==> config.mk <==
export PLATFORM = sky130hd
export DESIGN_NAME = pipelined_adder_n
export DESIGN_NICKNAME = d
export VERILOG_FILES = /design/src/rtl/pipelined_adder_n.sv
export SDC_FILE = /design/constraint.sdc
export NUM_CORES = 1
export LEC_CHECK = 0
export BUFFER_PORTS_ARGS = -buffer_cell sky130_fd_sc_hd__buf_2
export CAP_MARGIN = 0
export CELL_PAD_IN_SITES_DETAIL_PLACEMENT = 0
export CELL_PAD_IN_SITES_GLOBAL_PLACEMENT = 2
export CORE_ASPECT_RATIO = 1.5
export CORE_UTILIZATION = 30
export CTS_CLUSTER_SIZE = 30
export DETAILED_ROUTE_END_ITERATION = 12
export PLACE_DENSITY = 0.74
export REMOVE_ABC_BUFFERS = 1
export SYNTH_ARGS = -nofsm -noshare
export SYNTH_HDL_FRONTEND = slang
export SYNTH_SLANG_ARGS = --single-unit
==> constraint.sdc <==
create_clock -name clk -period 3.2 [get_ports clk]
set_input_delay 0.32 -clock clk [delete_from_list [all_inputs] [get_ports clk]]
set_output_delay 0.32 -clock clk [all_outputs]
set_load 0.005 [all_outputs]
==> src/rtl/pipelined_adder_n.sv <==
// STAGES-deep pipelined adder/subtractor with valid/ready handshake; each stage ripples WIDTH/STAGES bits.
// Latency STAGES cycles; the whole pipe freezes while the last slot holds a result not taken downstream.
module pipelined_adder_n #(
   parameter int WIDTH  = 8,
   parameter int STAGES = 2
) (
   input  logic             clk,
   input  logic             rst,
   input  logic             in_valid,
   output logic             in_ready,
   input  logic [WIDTH-1:0] a,
   input  logic [WIDTH-1:0] b,
   input  logic             cin,
   input  logic             sub,
   output logic             out_valid,
   input  logic             out_ready,
   output logic [WIDTH-1:0] sum,
   output logic             cout,
   output logic             ovf
);

   localparam int C = WIDTH / STAGES;

   if (WIDTH < 4 || WIDTH > 64 || STAGES < 1 || (WIDTH % STAGES) != 0) begin : g_param_check
      $error("pipelined_adder_n: WIDTH must be 4..64 and a multiple of STAGES");
   end

   logic             vld_q  [STAGES];
   logic             vld_d  [STAGES];
   logic [WIDTH-1:0] opa_q  [STAGES];
   logic [WIDTH-1:0] opa_d  [STAGES];
   logic [WIDTH-1:0] opb_q  [STAGES];
   logic [WIDTH-1:0] opb_d  [STAGES];
   logic [WIDTH-1:0] acc_q  [STAGES];
   logic [WIDTH-1:0] acc_d  [STAGES];
   logic             cy_q   [STAGES];
   logic             cy_d   [STAGES];
   logic             amsb_q [STAGES];
   logic             amsb_d [STAGES];
   logic             bmsb_q [STAGES];
   logic             bmsb_d [STAGES];
   logic             ovf_q;
   logic             ovf_d;
   logic             adv;

   assign adv      = !vld_q[STAGES-1] || out_ready;
   assign in_ready = adv && !rst;

   // Operands shift right by one chunk per stage so the live chunk is always at [C-1:0];
   // finished sum chunks enter at the top and slide down into place.
   for (genvar k = 0; k < STAGES; k++) begin : g_stage
      logic             src_v;
      logic [WIDTH-1:0] src_a;
      logic [WIDTH-1:0] src_b;
      logic [WIDTH-1:0] src_s;
      logic             src_c;
      logic             src_am;
      logic             src_bm;
      logic [C:0]       part;

      if (k == 0) begin : g_head
         assign src_v  = in_valid && in_ready;
         assign src_a  = a;
         assign src_b  = sub ? ~b : b;
         assign src_s  = '0;
         assign src_c  = sub | cin;
         assign src_am = a[WIDTH-1];
         assign src_bm = src_b[WIDTH-1];
      end else begin : g_body
         assign src_v  = vld_q[k-1];
         assign src_a  = opa_q[k-1];
         assign src_b  = opb_q[k-1];
         assign src_s  = acc_q[k-1];
         assign src_c  = cy_q[k-1];
         assign src_am = amsb_q[k-1];
         assign src_bm = bmsb_q[k-1];
      end

      assign part = {1'b0, src_a[C-1:0]} + {1'b0, src_b[C-1:0]} + {{C{1'b0}}, src_c};

      // Invalid slots carry all-zero data so the output reads 0 without extra gating.
      assign vld_d[k]  = src_v;
      assign opa_d[k]  = src_v ? (src_a >> C) : '0;
      assign opb_d[k]  = src_v ? (src_b >> C) : '0;
      assign acc_d[k]  = src_v ? WIDTH'({part[C-1:0], src_s} >> C) : '0;
      assign cy_d[k]   = src_v && part[C];
      assign amsb_d[k] = src_v && src_am;
      assign bmsb_d[k] = src_v && src_bm;

      if (k == STAGES - 1) begin : g_tail
         // b is already inverted for subtract, so one equal-signs rule covers both modes.
         assign ovf_d = src_v && (src_am == src_bm) && (part[C-1] != src_am);
      end
   end

   always_ff @(posedge clk) begin
      if (rst) begin
         for (int k = 0; k < STAGES; k++) begin
            vld_q[k]  <= 1'b0;
            opa_q[k]  <= '0;
            opb_q[k]  <= '0;
            acc_q[k]  <= '0;
            cy_q[k]   <= 1'b0;
            amsb_q[k] <= 1'b0;
            bmsb_q[k] <= 1'b0;
         end
         ovf_q <= 1'b0;
      end else if (adv) begin
         vld_q  <= vld_d;
         opa_q  <= opa_d;
         opb_q  <= opb_d;
         acc_q  <= acc_d;
         cy_q   <= cy_d;
         amsb_q <= amsb_d;
         bmsb_q <= bmsb_d;
         ovf_q  <= ovf_d;
      end
   end

   assign out_valid = vld_q[STAGES-1];
   assign sum       = acc_q[STAGES-1];
   assign cout      = cy_q[STAGES-1];
   assign ovf       = ovf_q;

endmodule

==> out/results.tsv, run 1 <==
stage	metric	value	unit
run_status	status	finished clean	
power_and_ir_drop	peak supply drop	0.163	mV
power_and_ir_drop	PwrDens	443	nW/um^2
sta	crit path time final	1.79	ns
power_and_ir_drop	P_leak	0.667	nW
finish	commonest non-fill, non-tap cells in the layout	buf_2, dfxtp_1, a22o_1	
synthesis	Yosys top cell area share	42.5	%
job	Max Cap Viol	0	
finish	Finished Cell Area	1380	um^2
worst_setup_path	crit path max fanout	9	
floorplan	Die ar.	4180	um^2
sta	Worst Setup Slack, final	1.41	ns
sta	Fin Hold WS	0.261	ns
detailed_routing	Routed Antenna Nets	0	
min_path	hold endpoint	g_stage[1].src_a[1]	
placement	IO buf count	33	
grt	global-route wire length before repair	3.75	mm
synthesis	synthesized area per cell	10.9	um^2
detailed_routing	Vias	808	
sta	Final Hold Viols	0	
finish	sequential standard cell area	500	um^2
clock_tree	Clk pin slew, worst setup/hold paths	0.08	ns
grt	GRT Overall Usage	12.1	%
grt	largest net degree at the start of global routing	25	
clock_tree	H-tree depth	1	
grt	initial antenna violation count	0	
synthesis	Synth Register Bits	25	
clock_tree	# hold bufs at CTS	0	
grt	total global routing overflow	0	
floorplan	Die Width	53.2	um
detailed_routing	vias per cell	4.44	
clock_tree	clk root buf	clkbuf_8	
finish	Layout Area Growth over Synthesis	17.2	%
clock_tree	CTS tree	done	
sta	Max Slew Vio Count	0	
detailed_routing	wire length per cell	11.3	um
synthesis	YS warnings	0	
sta	Slew @ Worst Pin	0.525	ns
min_path	Worst Hold Launch	a[5]	
worst_setup_path	CP startpoint kind	input port	
worst_setup_path	Crit Path Class	input port to flip-flop	
grt	vias in the first global route	870	
synthesis	synth top area cells	dfxtp_1, a22o_1, fa_1	
synthesis	Cell Area, Synth	1180	um^2
detailed_routing	final WL	2.05	mm
sta	TNS Setup	0	ns
min_path	Min-Delay Path Class	input port to flip-flop	
finish	fin cells	182	
synthesis	Netlist cell types	23	
clock_tree	cts repair resizes	0	
floorplan	die height	78.7	um
finish	Final nets	172	
floorplan	Top Ports	34	
sta	Slew HR	64.9	%
finish	multi-input logic area	603	um^2
worst_setup_path	Critical R2R Launch	g_stage[1].src_a[0]	
placement	Placed Instance Area	1330	um^2
sta	fmax	0.557	GHz
worst_setup_path	WP data required	3.36	ns
placement	Routability Congestion	0.649	
worst_setup_path	flop-to-flop setup slack	1.48	ns
sta	unrepaired setup endpoints after global routing	no	
placement	Setup Slack @ Placement	1.10	ns
min_path	hold depth	2	
power_and_ir_drop	Final Power	612	uW
clock_tree	clk buf depth	2	
floorplan	core area	3720	um^2
worst_setup_path	worst flop-to-flop path endpoint	cout	
clock_tree	Num CTS Buffers	3	
finish	diode count	0	
finish	Core Util, Final	37.1	%
clock_tree	setup repair bufs after CTS	0	
synthesis	Yosys top cell by area	dfxtp_1	
synthesis	register area share after synthesis	42.5	%
placement	DP HPWL	1.66	mm
finish	Layout fillers	389	
sta	Tcrit/Tclk final	56.1	%
synthesis	Synth Instances	108	
worst_setup_path	crit end category	flip-flop	
floorplan	Rows	27	
clock_tree	clk sinks	25	
worst_setup_path	WP data arrival	1.96	ns
finish	layout cells sized above 1	29.5	%
sta	Worst Skew	0.00203	ns
clock_tree	Clk Latency, worst-skew pair	0.26	ns
finish	most common cell after layout, fill and taps aside	buf_2	
detailed_routing	router iterations before antenna repair	4	
detailed_routing	DRC	0	
detailed_routing	DRT iter0 DRCs	17	
sta	final setup violating endpoints	0	
floorplan	Initial Util	31.7	%
placement	Placed Instances	178	
worst_setup_path	worst r2r path cells	5	
==> worst max-delay path, cell delays in order <==
cell and delay, ns:
buf_2 0.18, or2_2 0.33, fa_1 0.38, inv_1 0.08
fa_1 0.20, nor2b_1 0.05, o21ai_0 0.15, nand2b_1 0.07
a22o_1 0.19
==> worst max path at each step <==
stage	end	from	depth (start not counted)	slack, ns
CTS	g_stage[1].src_c	sub	9	1.39
global placement	g_stage[1].src_c	sub	9	1.17
detailed placement	g_stage[1].src_c	sub	9	1.10
finish	g_stage[1].src_c	sub	9	1.41
floorplan	g_stage[1].src_c	sub	8	1.43
global route	g_stage[1].src_c	sub	9	1.32
==> cell usage after synthesis (all sizes together) <==
cell type  instances
a22o              15
xnor2              4
inv                3
dfxtp             25
xor2               9
nand2             10
a21oi              3
o31ai              1
nor2b              3
o21ai              8
nand2b             1
nor2               3
buf                6
or2                1
and2               2
ha                 6
a21o               4
fa                 4
==> sequential cells by signal (all words and copies together), names as in the netlist <==
register,count
g_stage.src_b,4
g_stage.src_c,1
g_stage.src_a,4
g_stage.src_s,4
cout,1
ovf,1
sum,8
out_valid,1
g_stage.src_v,1
==> cell families after synthesis <==
logic type,after synthesis,synth area share [%]
XOR/XNOR,13,9.67
AO/OA/AOI/OAI,31,19.0
buffers and inverters,9,6.27
flip-flops,25,42.5
AND/OR/NAND/NOR,20,9.35
adder cells (fa/ha/maj),10,13.2
==> metal layers <==
layer / vias up / GRT usage, % / routed length [um]
met1: 353 / 13.4 / 877
met2: 22 / 20.8 / 1040
met4: 0 / 7.11 / 40
met3: 2 / 1.92 / 86
li1: 431 / - / -
met5: - / 0 / 0
==> power breakdown <==
part / internal (mW) / switching (mW) / leakage (nW)
registers: 0.326 / 0.00950 / 0.204
clock network: 0.0869 / 0.0950 / 0.0255
logic: 0.0489 / 0.0452 / 0.437
total: 0.462 / 0.150 / 0.667
==> area by class of cell <==
cell class / count / area share [%]
clock buffers: 3 / 2.99
clock inverters: 1 / 0.363
inverters: 3 / 0.816
multi-input cells: 74 / 43.7
flip-flops and latches: 25 / 36.3
well taps: 43 / 3.90
repair buffers: 33 / 12.0
(Power assumes the default switching activity.)
==> inputs of run 2 (changes only) <==
Settings changed: CORE_UTILIZATION 30 to 28, PLACE_DENSITY 0.74 to 0.72.
Clock period 3.2 ns to 1.5 ns, I/O delays scaled along.
==> run 2 against run 1 <==
  * Clock skew is 0.0046 ns higher
  * Register-to-register slack worse by 1.5 ns
  * Setup slack got worse by 1.5 ns
  * Cell area rose by 6.1%
  * Clock power up 110%
  * Largest cell class unchanged
  * The run now ends with setup timing left
  * Non-clock buffer count grew 7
  * Die area grew 6.9%
  * Via count up 8.7%
  * Sequential power increased by 110%
  * Power increased by 120%
==> out/results.tsv, run 2 (synthesized netlist as in run 1, its figures left out) <==
stage	metric	value	unit	change
detailed_routing	DRT iter0 DRCs	22		+5
finish	layout cells sized above 1	39.0	%	+9.5 points
finish	Finished Cell Area	1460	um^2	+6.1%
power_and_ir_drop	Final Power	1.33	mW	+120%
detailed_routing	wire length per cell	11.3	um	+0.78%
detailed_routing	DRC	0		unchanged
finish	commonest non-fill, non-tap cells in the layout	buf_2, dfxtp_1, a22o_1		
clock_tree	CTS tree	done		
power_and_ir_drop	PwrDens	907	nW/um^2	+100%
detailed_routing	router iterations before antenna repair	4		unchanged
placement	Placed Instance Area	1390	um^2	+4.1%
placement	Setup Slack @ Placement	-0.323	ns	-1.42 ns
clock_tree	H-tree depth	1		unchanged
run_status	status	complete, but fails checks		
clock_tree	Num CTS Buffers	3		unchanged
power_and_ir_drop	peak supply drop	0.506	mV	+210%
worst_setup_path	worst r2r path cells	5		unchanged
finish	most common cell after layout, fill and taps aside	buf_2		
power_and_ir_drop	Sw Share	23.9	%	-0.57 points
min_path	Min-Delay Path Class	input port to flip-flop		
grt	initial antenna violation count	0		unchanged
clock_tree	Clk pin slew, worst setup/hold paths	0.08	ns	about the same
worst_setup_path	CP most frequent cell	fa_2		
floorplan	die height	81.4	um	+3.4%
sta	TNS Setup	-0.0821	ns	-0.0821 ns
min_path	hold endpoint	g_stage[1].src_a[2]		
clock_tree	Clk Latency, worst-skew pair	0.26	ns	about the same
grt	largest net degree at the start of global routing	25		unchanged
worst_setup_path	crit end category	flip-flop		
placement	Routability Congestion	0.727		+12%
detailed_routing	Routed Antenna Nets	0		unchanged
power_and_ir_drop	Seq pwr share	54.0	%	-0.9 points
min_path	Worst Hold Launch	a[6]		
power_and_ir_drop	P_sw	317	uW	+110%
sta	Worst Skew	0.00668	ns	+0.00464 ns
worst_setup_path	CP top delay family	adder cells		
floorplan	Die Width	54.9	um	+3.4%
sta	Tcrit/Tclk final	103	%	
worst_setup_path	WP data arrival	1.71	ns	-0.25 ns
finish	Final nets	179		+4.1%
clock_tree	setup repair bufs after CTS	0		unchanged
worst_setup_path	flop-to-flop setup slack	-0.05	ns	-1.53 ns
finish	Layout Area Growth over Synthesis	24.3	%	
power_and_ir_drop	P_leak	0.697	nW	+4.5%
floorplan	core area	3990	um^2	+7.5%
clock_tree	# hold bufs at CTS	0		unchanged
sta	Final Hold Viols	0		unchanged
worst_setup_path	Crit Path Class	flip-flop to flip-flop		
floorplan	Top Ports	34		unchanged
sta	final setup violating endpoints	2		+2
grt	global-route wire length before repair	3.46	mm	-7.6%
sta	crit path time final	1.55	ns	
min_path	hold depth	2		unchanged
floorplan	Rows	28		+3.7%
power_and_ir_drop	clock share of power	28.7	%	-1.0 points
run_status	failing checks	setup timing		
placement	IO buf count	33		unchanged
sta	Worst Setup Slack, final	-0.0494	ns	-1.46 ns
floorplan	Initial Util	29.5	%	-2.2 points
detailed_routing	final WL	2.17	mm	+5.8%
finish	max FFs per register	8		unchanged
clock_tree	clk buf depth	2		unchanged
sta	Slew HR	72.5	%	+7.6 points
worst_setup_path	worst path bufs/invs	0		-2
sta	fmax	0.645	GHz	
power_and_ir_drop	Gate power share	17.3	%	+1.9 points
detailed_routing	Vias	878		+8.7%
grt	total global routing overflow	0		unchanged
clock_tree	clk root buf	clkbuf_8		
grt	GRT Overall Usage	10.7	%	-1.4 points
worst_setup_path	Critical R2R Launch	g_stage[1].src_a[0]		
sta	Slew @ Worst Pin	0.413	ns	-0.112 ns
grt	vias in the first global route	811		-6.8%
sta	unrepaired setup endpoints after global routing	yes		
sta	Fin Hold WS	0.0961	ns	-0.165 ns
worst_setup_path	crit path max fanout	2		-7
worst_setup_path	WP data required	1.66	ns	-1.70 ns
worst_setup_path	worst flop-to-flop path endpoint	cout		
job	Max Cap Viol	0		unchanged
worst_setup_path	CP startpoint kind	flip-flop		
worst_setup_path	slowest CP cell	fa_2		
detailed_routing	vias per cell	4.60		+3.5%
worst_setup_path	worst-path cell chain	fa_2, fa_2, a21o_1, a21oi_2, o21ai_1		
finish	diode count	0		unchanged
worst_setup_path	slowest cell delay on critical path	0.40	ns	+0.02 ns
power_and_ir_drop	P_int	1.01	mW	+120%
floorplan	Die ar.	4470	um^2	+6.9%
clock_tree	clk sinks	25		unchanged
placement	DP HPWL	1.73	mm	+4.1%
sta	Max Slew Vio Count	0		unchanged
==> run 2: cell count changes in the layout (fill, tap and decap cells not counted), sizes merged <==
cell    delta
clkinv     -1
clkbuf     +1
buf        +7
==> run 2: area by class of cell <==
class	count	area, um^2
timing repair buffer	40	218
multi-input combinational	74	631
fill	447	2530
sequential	25	503
inverter	3	11.3
clock buffer	4	45.0
tap	45	56.3
==> run 2: how the worst max path moves through the flow <==
| stage | start | end | depth (start not counted) |
|---|---|---|---|
| 2_1_floorplan | g_stage[1].src_a[0] | cout | 5 |
| 3_3_place_gp | sub | g_stage[1].src_c | 9 |
| 3_5_place_dp | sub | g_stage[1].src_c | 9 |
| 4_1_cts | g_stage[1].src_c | cout | 5 |
| 5_1_grt | g_stage[1].src_a[0] | cout | 5 |
| 6_report | g_stage[1].src_a[0] | cout | 5 |
==> run 2: power by group through the flow <==
stage                     clock network, mW  registers [mW]  logic (mW)
final                                 0.381           0.717       0.230
after global routing                  0.430           0.722       0.257
after CTS                             0.401           0.717       0.231
after detailed placement                  0           0.732       0.221
after global placement                    0           0.730       0.219
after floorplan                           0           0.728       0.131
==> run 2: routing by layer <==
layer | wire length (um) | vias up | track usage (%)
met3 | 77 | 0 | 1.11
met1 | 920 | 410 | 12.6
met2 | 1170 | 24 | 18.6
met4 | 0 | 0 | 5.25
met5 | 0 | - | 0
li1 | - | 444 | -
==> run 2: worst register-to-register path: cells and delay by family, from the launching register on <==
family | cells | cell delay (ns)
AOI/OAI and AO/OA | 3 | 0.36
DFF | 1 | 0.34
adders and majority gates | 2 | 0.75
==> run 2: what timing repair did <==
item	4_1_cts	5_1_grt
resized for setup	9	3
hold endpoints to repair	0	0
pin swaps	4	10
setup endpoints to repair	6	6
==> run 2: stage by stage <==
step / instances / util [%]
2_1_floorplan: 102 / -
3_5_place_dp: 187 / 34.8
3_3_place_gp: 187 / 34.8
6_report: 191 / 36.7
4_1_cts: 191 / 36.6
5_1_grt: 191 / 36.7
